==> config.mk <==
export PLATFORM = sky130hd
export DESIGN_NAME = jts16_rom_nslots_flat
export DESIGN_NICKNAME = d
export VERILOG_FILES = /design/src/rtl/jts16_sdram_pkg.sv /design/src/rtl/jts16_rom_nslots_if.sv /design/src/rtl/jts16_slot_cache.sv /design/src/rtl/jts16_rom_nslots.sv /design/src/flat_wrapper.sv
export SDC_FILE = /design/constraint.sdc
export NUM_CORES = 1
export LEC_CHECK = 0
export CAP_MARGIN = 20
export CORE_MARGIN = 2
export CORE_UTILIZATION = 39
export DETAILED_ROUTE_END_ITERATION = 8
export PLACE_DENSITY = 0.76
export SLEW_MARGIN = 10
export SYNTH_ARGS = -nofsm -noshare
export SYNTH_HDL_FRONTEND = slang
export SYNTH_SLANG_ARGS = --single-unit
==> constraint.sdc <==
create_clock -name clk -period 2.9 [get_ports clk]
set_input_delay 0.58 -clock clk [delete_from_list [all_inputs] [get_ports clk]]
set_output_delay 0.58 -clock clk [all_outputs]
set_load 0.01 [all_outputs]
==> src/rtl/jts16_sdram_pkg.sv <==
// Shared definitions for the S16 SDRAM ROM bank front-ends: bank FSM
// state encoding, SDRAM lane geometry and slot-to-word address mapping.
package jts16_sdram_pkg;

  localparam int SDRAM_AW = 22;
  localparam int SDRAM_DW = 16;

  typedef enum logic [1:0] {
    IDLE      = 2'd0,
    WAIT_ACK  = 2'd1,
    WAIT_DATA = 2'd2
  } bank_state_e;

  // Map a slot address in DW-sized units to a 16-bit SDRAM word address,
  // wrapping modulo 2^22.
  function automatic logic [SDRAM_AW-1:0] word_addr(input logic [31:0] addr,
                                                   input int          dw);
    logic [31:0] w;
    case (dw)
      32:      w = addr << 1;
      16:      w = addr;
      default: w = addr >> 1;
    endcase
    return w[SDRAM_AW-1:0];
  endfunction

endpackage

==> src/rtl/jts16_rom_nslots_if.sv <==
// One ba_rd/ba_ack/ba_dst/ba_rdy read lane of the SDRAM controller.
// master: the ROM bank issuing requests; slave: the SDRAM controller.
interface jts16_rom_nslots_if;
  import jts16_sdram_pkg::*;

  logic [SDRAM_AW-1:0] addr;
  logic                req;
  logic                ack;
  logic                dst;
  logic                rdy;
  logic [SDRAM_DW-1:0] data_read;

  modport master (output addr, req, input ack, dst, rdy, data_read);
  modport slave  (input addr, req, output ack, dst, rdy, data_read);
endinterface

==> src/rtl/jts16_slot_cache.sv <==
// Single-entry last-word cache for one ROM client slot: tag/data/valid,
// hit compare, registered ok flag and, for 8-bit slots, byte select.
module jts16_slot_cache #(
  parameter int AW = 19,
  parameter int DW = 32
) (
  input  logic                             clk,
  input  logic                             rst_n,
  input  logic                             cs,
  input  logic                             clr,
  input  logic [AW-1:0]                    addr,
  input  logic                             fill_we,
  input  logic [AW-1:0]                    fill_addr,
  input  logic [((DW == 8) ? 16 : DW)-1:0] fill_data,
  output logic                             hit,
  output logic                             ok,
  output logic [DW-1:0]                    dout
);
  localparam int CW = (DW == 8) ? 16 : DW;

  logic          valid_q;
  logic [AW-1:0] tag_q;
  logic [CW-1:0] data_q;
  logic          ok_q;
  logic          tag_hit;
  logic          fill_hit;

  // Tag compare; 8-bit slots share one 16-bit word between two addresses.
  always_comb begin
    if (DW == 8) begin
      tag_hit  = (tag_q[AW-1:1]     == addr[AW-1:1]);
      fill_hit = (fill_addr[AW-1:1] == addr[AW-1:1]);
    end else begin
      tag_hit  = (tag_q     == addr);
      fill_hit = (fill_addr == addr);
    end
  end

  assign hit = valid_q && tag_hit;

  // Cache entry update; an invalidate wins over a simultaneous fill.
  // NOTE: a single entry per slot is plain flops, so it takes the async
  // reset; a RAM-backed array would be left unreset and guarded by valid.
  always_ff @(posedge clk or negedge rst_n) begin
    if (!rst_n) begin
      valid_q <= 1'b0;
      tag_q   <= '0;
      data_q  <= '0;
    end else if (clr) begin
      valid_q <= 1'b0;
    end else if (fill_we) begin
      valid_q <= 1'b1;
      tag_q   <= fill_addr;
      data_q  <= fill_data;
    end
  end

  // Registered ok: a fill landing this cycle decides on its own address,
  // otherwise the stored tag decides.
  always_ff @(posedge clk or negedge rst_n) begin
    if (!rst_n) ok_q <= 1'b0;
    else        ok_q <= cs && !clr && (fill_we ? fill_hit : hit);
  end

  assign ok = ok_q;

  if (DW == 8) begin : g_byte
    logic addr0_q;

    // Remember which byte the client asked for.
    always_ff @(posedge clk or negedge rst_n) begin
      if (!rst_n)  addr0_q <= 1'b0;
      else if (cs) addr0_q <= addr[0];
    end

    assign dout = addr0_q ? data_q[15:8] : data_q[7:0];
  end else begin : g_word
    assign dout = data_q;
  end

endmodule

==> src/rtl/jts16_rom_nslots.sv <==
// N-slot read-only SDRAM bank front-end: per-slot last-word caches, one
// arbiter/FSM issuing one burst at a time, offset adder, burst assembly.
// Optional build macro JTS16_ROM_RR_EN selects round-robin arbitration;
// otherwise fixed priority with slot 0 highest.
module jts16_rom_nslots
  import jts16_sdram_pkg::*;
#(
  parameter int                       NSLOTS  = 4,
  parameter int                       AW      = 19,
  parameter int                       DW      = 32,
  parameter logic [NSLOTS*SDRAM_AW-1:0] OFFSETS = '0
) (
  input  logic                     clk,
  input  logic                     rst_n,
  input  logic [NSLOTS-1:0]        slot_cs,
  input  logic [NSLOTS-1:0]        slot_clr,
  input  logic [NSLOTS*AW-1:0]     slot_addr,
  output logic [NSLOTS*DW-1:0]     slot_dout,
  output logic [NSLOTS-1:0]        slot_ok,
  jts16_rom_nslots_if.master       sdram
);
  localparam int SW = (NSLOTS > 1) ? $clog2(NSLOTS) : 1;
  localparam int CW = (DW == 8) ? SDRAM_DW : DW;

  bank_state_e         state_q, state_d;
  logic [SW-1:0]       sel_q;
  logic [SW-1:0]       pick;
  logic                pick_valid;
  logic [AW-1:0]       lat_addr_q;
  logic [SDRAM_AW-1:0] addr_q;
  logic                half_q;
  logic [15:0]         lo_q, hi_q;
  logic [15:0]         lo_v, hi_v;
  logic [CW-1:0]       fill_data;
  logic                load;
  logic                fill;
  logic [NSLOTS-1:0]   hit;
  logic [NSLOTS-1:0]   miss;
  logic [NSLOTS-1:0]   fill_we;

  assign miss = slot_cs & ~hit;

`ifdef JTS16_ROM_RR_EN
  logic [SW-1:0] last_q;
`endif

  // Arbiter: first missing slot, searching from the start slot upwards.
  always_comb begin
    int start;
    int idx;
    pick_valid = 1'b0;
    pick       = '0;
`ifdef JTS16_ROM_RR_EN
    start = int'(last_q) + 1;
    if (start >= NSLOTS) start = 0;
`else
    start = 0;
`endif
    for (int k = 0; k < NSLOTS; k++) begin
      idx = start + k;
      if (idx >= NSLOTS) idx = idx - NSLOTS;
      if (!pick_valid && miss[idx]) begin
        pick_valid = 1'b1;
        pick       = SW'(idx);
      end
    end
  end

  // Bank FSM state register.
  always_ff @(posedge clk or negedge rst_n) begin
    if (!rst_n) state_q <= IDLE;
    else        state_q <= state_d;
  end

  // Bank FSM next state and strobes.
  // NOTE: combinational blocks use blocking assignments and give every
  // output a default first, so no path can infer a latch.
  always_comb begin
    state_d = state_q;
    load    = 1'b0;
    fill    = 1'b0;
    case (state_q)
      IDLE: begin
        if (pick_valid) begin
          load    = 1'b1;
          state_d = WAIT_ACK;
        end
      end
      WAIT_ACK: begin
        if (sdram.ack) state_d = WAIT_DATA;
      end
      WAIT_DATA: begin
        if (sdram.rdy) begin
          fill    = 1'b1;
          state_d = IDLE;
        end
      end
      default: state_d = IDLE;
    endcase
  end

  // Latch the served slot, its address and the SDRAM word address.
  always_ff @(posedge clk or negedge rst_n) begin
    if (!rst_n) begin
      sel_q      <= '0;
      lat_addr_q <= '0;
      addr_q     <= '0;
    end else if (load) begin
      sel_q      <= pick;
      lat_addr_q <= slot_addr[int'(pick)*AW +: AW];
      addr_q     <= OFFSETS[int'(pick)*SDRAM_AW +: SDRAM_AW] +
                    word_addr(32'(slot_addr[int'(pick)*AW +: AW]), DW);
    end
  end

`ifdef JTS16_ROM_RR_EN
  // Remember the last slot served so the next search starts after it.
  always_ff @(posedge clk or negedge rst_n) begin
    if (!rst_n)    last_q <= SW'(NSLOTS - 1);
    else if (load) last_q <= pick;
  end
`endif

  // Burst word capture; 32-bit slots take the low half first.
  always_ff @(posedge clk or negedge rst_n) begin
    if (!rst_n) begin
      half_q <= 1'b0;
      lo_q   <= '0;
      hi_q   <= '0;
    end else if (state_q != WAIT_DATA) begin
      half_q <= 1'b0;
    end else if (sdram.dst) begin
      if (half_q) hi_q <= sdram.data_read;
      else        lo_q <= sdram.data_read;
      if (DW == 32) half_q <= ~half_q;
    end
  end

  // Fill word, including a data word arriving together with data_rdy.
  always_comb begin
    lo_v = (sdram.dst && !half_q) ? sdram.data_read : lo_q;
    hi_v = (sdram.dst &&  half_q) ? sdram.data_read : hi_q;
    if (DW == 32) fill_data = CW'({hi_v, lo_v});
    else          fill_data = CW'(lo_v);
  end

  assign sdram.req  = (state_q == WAIT_ACK);
  assign sdram.addr = addr_q;

  for (genvar i = 0; i < NSLOTS; i++) begin : g_slot
    assign fill_we[i] = fill && (sel_q == SW'(i));

    jts16_slot_cache #(
      .AW (AW),
      .DW (DW)
    ) u_cache (
      .clk       (clk),
      .rst_n     (rst_n),
      .cs        (slot_cs[i]),
      .clr       (slot_clr[i]),
      .addr      (slot_addr[i*AW +: AW]),
      .fill_we   (fill_we[i]),
      .fill_addr (lat_addr_q),
      .fill_data (fill_data),
      .hit       (hit[i]),
      .ok        (slot_ok[i]),
      .dout      (slot_dout[i*DW +: DW])
    );
  end

endmodule

==> src/flat_wrapper.sv <==
// flat-port wrapper written by rule: the top's interface ports become plain ports
module jts16_rom_nslots_flat import jts16_sdram_pkg::*;
#(
  parameter int                       NSLOTS  = 4,
  parameter int                       AW      = 19,
  parameter int                       DW      = 32,
  parameter logic [NSLOTS*SDRAM_AW-1:0] OFFSETS = '0
)
  (clk, rst_n, slot_cs, slot_clr, slot_addr, slot_dout, slot_ok, sdram_addr, sdram_req, sdram_ack, sdram_dst, sdram_rdy, sdram_data_read);
  jts16_rom_nslots_if sdram_i ();
  input  logic clk;
  input  logic rst_n;
  input  logic [NSLOTS-1:0] slot_cs;
  input  logic [NSLOTS-1:0] slot_clr;
  input  logic [NSLOTS*AW-1:0] slot_addr;
  output logic [NSLOTS*DW-1:0] slot_dout;
  output logic [NSLOTS-1:0] slot_ok;
  output wire logic [$bits(sdram_i.addr)-1:0] sdram_addr;
  output wire logic [$bits(sdram_i.req)-1:0] sdram_req;
  input wire logic [$bits(sdram_i.ack)-1:0] sdram_ack;
  input wire logic [$bits(sdram_i.dst)-1:0] sdram_dst;
  input wire logic [$bits(sdram_i.rdy)-1:0] sdram_rdy;
  input wire logic [$bits(sdram_i.data_read)-1:0] sdram_data_read;
  assign sdram_addr = sdram_i.addr;
  assign sdram_req = sdram_i.req;
  assign sdram_i.ack = sdram_ack;
  assign sdram_i.dst = sdram_dst;
  assign sdram_i.rdy = sdram_rdy;
  assign sdram_i.data_read = sdram_data_read;
  jts16_rom_nslots #(.NSLOTS(NSLOTS), .AW(AW), .DW(DW), .OFFSETS(OFFSETS)) u_core (.clk(clk), .rst_n(rst_n), .slot_cs(slot_cs), .slot_clr(slot_clr), .slot_addr(slot_addr), .slot_dout(slot_dout), .slot_ok(slot_ok), .sdram(sdram_i));
endmodule
==> run_results.csv <==
group,metric,value,unit
pwr,ir_drop,0.770,mV
worst_setup_path,cp-start-kind,"primary input",
grt,grt_first_pass_wirelength,64.2,mm
grt,grt_pass1_vias,10900,
placement,hpwl,30.4,mm
timing,tns,0,ns
timing,fin_crit,2.64,ns
placement,placed_area,16300,um2
floorplanning,core_area,31500,um2
pwr,p_per_area,986,nW/um2
route,via_count,10200,
worst_setup_path,crit_path_max_incr_delay,0.46,ns
worst_setup_path,critPathCaptureType,"flop",
clocking,ctsHoldBuffers,0,
worst_setup_path,r2r_slack,0.40,ns
yosys,yosys-top-cells-area,"dfrtp_1 (54%), mux2_2 (9.8%), xnor2_1 (5.7%)",
yosys,ys_warn_count,0,
timing,clock_skew,0.0207,ns
route,wl_per_cell,22.3,um
timing,max_slew_margin,0.522,
clocking,cts_buffers,29,
final_layout,fin_area,17300,um2
yosys,netlist_area,12400,um2
worst_setup_path,reg2regPathDepth,10,
clocking,clockBufferDepth,3,
worst_hold_path,hp-class,"primary input to async pin",
floorplanning,die_x,183,um
grt,antenna_found_initial,1,
timing,setup-violations-final,0,
final_layout,fillers,2632,
placement,dp.cells,1825,
clocking,cts.repair.resized,0,
yosys,yosys_register_bits,268,
worst_setup_path,r2r_end,"u_core.sdram.addr[2]$_DFFE_PN0P_",
clocking,cts_tree,"built",
floorplanning,io_pins,260,
final_layout,layout-drive-gt1-share,0.194,
final_layout,multi_input_area,5420,um2
grt,track_usage,0.252,
grt,gr-total-overflow,0,
yosys,synth_seq_area_share,0.540,
worst_setup_path,path_buf_inv,4,
final_layout,final_nets,1559,
worst_setup_path,required,3.34,ns
grt,grt_max_degree,85,
worst_setup_path,crit_arrival,3.08,ns
timing,finalCritPeriodShare,0.909,
final_layout,seq_area,6710,um2
route,drtIter0Drc,799,
worst_setup_path,worstReg2RegStart,"u_core.g_slot[1].u_cache.tag_q[12]$_DFFE_PN0P_",
worst_setup_path,critical-path-slowest-cell,"clkdlybuf4s50_1",
yosys,netlist.top_cell.by_area,"dfrtp_1",
timing,final_hold_viol_count,0,
final_layout,final_cells,1879,
floorplanning,die_area,33300,um2
floorplanning,initial_core_util,0.395,
route,ant_nets,0,
yosys,synth_edf_count,0,
route,viasPerCell,5.45,
yosys,synth_flop_cell,"dfrtp_1",
timing,drv_slew,0,
yosys,synth_top_cells_by_count,"dfrtp_1 (268), nor2_1 (159), a21oi_1 (136)",
worst_setup_path,path_delay_family,"buffers and inverters",
floorplanning,num_rows,65,
status,status,"finished clean",
route,drc,0,
clocking,clkSinkCount,268,
floorplanning,fp.dieH,183,um
pwr,p_total,17.0,mW
worst_setup_path,worstSetupPathType,"primary input to flop",
clocking,htree_num_levels,1,
route,met1_length,16.5,mm
placement,place_congestion,0.951,
timing,fmax,379,MHz
job,drv_cap,0,
yosys,syn_area_per_cell,11.0,um2
yosys,yosysMostFrequentCell,"dfrtp_1",
clocking,cts_root_buf,"clkbuf_16",
worst_setup_path,cp_common_cell,"buf_4",
placement,port_buffers,256,
clocking,cts_setup_buffers,0,
route,met3_wirelength,4.01,mm
route,top_layer,"met4",
clocking,insertion_delay,0.56,ns
final_layout,synthToLayoutAreaGrowth,39.1,%
route,firstDrtPassIters,5,
worst_setup_path,cp_cell_sequence,"clkdlybuf4s50_1 -> xor2_1 -> nor4_1 -> buf_4 -> nand3_1 -> o31ai_2 -> buf_4 -> buf_4 -> o21a_1 -> a221oi_1 -> o31ai_1",
timing,hold_ws,0.0323,ns
clocking,path_clk_slew,0.06,ns
worst_setup_path,path_max_fanout,12,
timing,rsz0062_at_grt,"no",
yosys,async_reset_ff_frac,1.00,
yosys,ys_types,35,
route,met2_length,19.9,mm
yosys,synthCells,1129,
route,wl,41.8,mm
timing,worst_pin_slew,0.697,ns
yosys,synth_top_area_share,0.540,
pwr,p_leak,7.66,nW
## metal layers
metal | GRT usage | vias to the layer above
met2 | 0.419 | 465
met1 | 0.310 | 5106
met5 | 0 | -
li1 | - | 4572
met4 | 0.0848 | 0
met3 | 0.0782 | 97
## cell type report
cell class,instances,area share
sequential,268,0.388
multi-input combinational,775,0.314
timing repair buffer,376,0.209
clock buffer,42,0.0489
tap,402,0.0291
clock inverter,11,0.0109
inverter,4,0.000869
antenna,1,0.000145
## how the worst max path moves through the flow
| stage | startpoint | to | slack, ns | cells past startpoint |
|---|---|---|---|---|
| 6_report | slot_addr[31] | u_core.sdram.addr[2]$_DFFE_PN0P_ | 0.26 | 11 |
| 5_1_grt | slot_addr[46] | u_core.sdram.addr[3]$_DFFE_PN0P_ | 0.15 | 10 |
| 4_1_cts | slot_addr[31] | u_core.sdram.addr[2]$_DFFE_PN0P_ | 0.31 | 11 |
| 3_5_place_dp | slot_addr[46] | u_core.sdram.addr[5]$_DFFE_PN0P_ | -0.22 | 10 |
| 3_3_place_gp | slot_addr[46] | u_core.sdram.addr[10]$_DFFE_PN0P_ | -0.23 | 10 |
| 2_1_floorplan | slot_addr[53] | u_core.sdram.addr[11]$_DFFE_PN0P_ | 0.40 | 9 |
## state kept, by name, summed over array words and instances, names as in the netlist, 2 cells and up
signal and count:
u_core.sdram.addr 19, u_core.state_q 2, u_core.g_slot.u_cache.tag_q 76, u_core.sel_q 2
u_core.hi_q 16, u_core.g_slot.u_cache.valid_q 4, u_core.g_slot.u_cache.dout 128, u_core.lo_q 16
u_core.g_slot.u_cache.ok 4
## per-stage QoR
stage | utilization | setup slack [ns]
4_1_cts | 0.549 | 0.314
5_1_grt | 0.549 | 0.146
3_3_place_gp | 0.516 | -0.226
6_report | 0.549 | 0.265
3_5_place_dp | 0.516 | -0.219
2_1_floorplan | - | 0.401
## where the power goes
group / internal [mW] / leakage (nW) / switching (mW) / total, mW
clock network: 2.46 / 0.510 / 1.55 / 4.01
logic: 3.43 / 3.65 / 2.77 / 6.20
registers: 5.27 / 3.50 / 1.57 / 6.83
total: 11.1 / 7.66 / 5.89 / 17.0
## worst reg2reg max path, stage by stage, from the launching register on
cell and delay [ns]:
dfrtp_1 0.39, xor2_1 0.14, nor4_1 0.33, buf_4 0.19
nand3_1 0.13, o31ai_2 0.28, buf_4 0.20, buf_4 0.21
o21a_1 0.14, a221oi_1 0.09, o31ai_1 0.28
## cell usage in the layout, fill, tap and decap left out, types with 7 or more instances in the layout
cell and n:
a221oi_1 19, nor4_1 20, clkbuf_8 7, nand4_1 25, buf_4 109, xnor2_1 81
a21oi_1 136, nand2_1 28, mux2i_1 32, xor2_1 71, mux2_2 108, clkbuf_16 29
buf_12 11, nor2_1 156, o21a_1 19, clkdlybuf4s50_1 255, or3_1 19, o31ai_1 20
dfrtp_1 268
## logic make-up after synthesis
family / synth area share
compound gates: 0.101
xor+xnor: 0.107
buf+inv: 0.0294
flops: 0.540
mux: 0.124
other cells: 0.000302
simple gates: 0.0987
No activity file was read; power rests on OpenSTA's default activity.
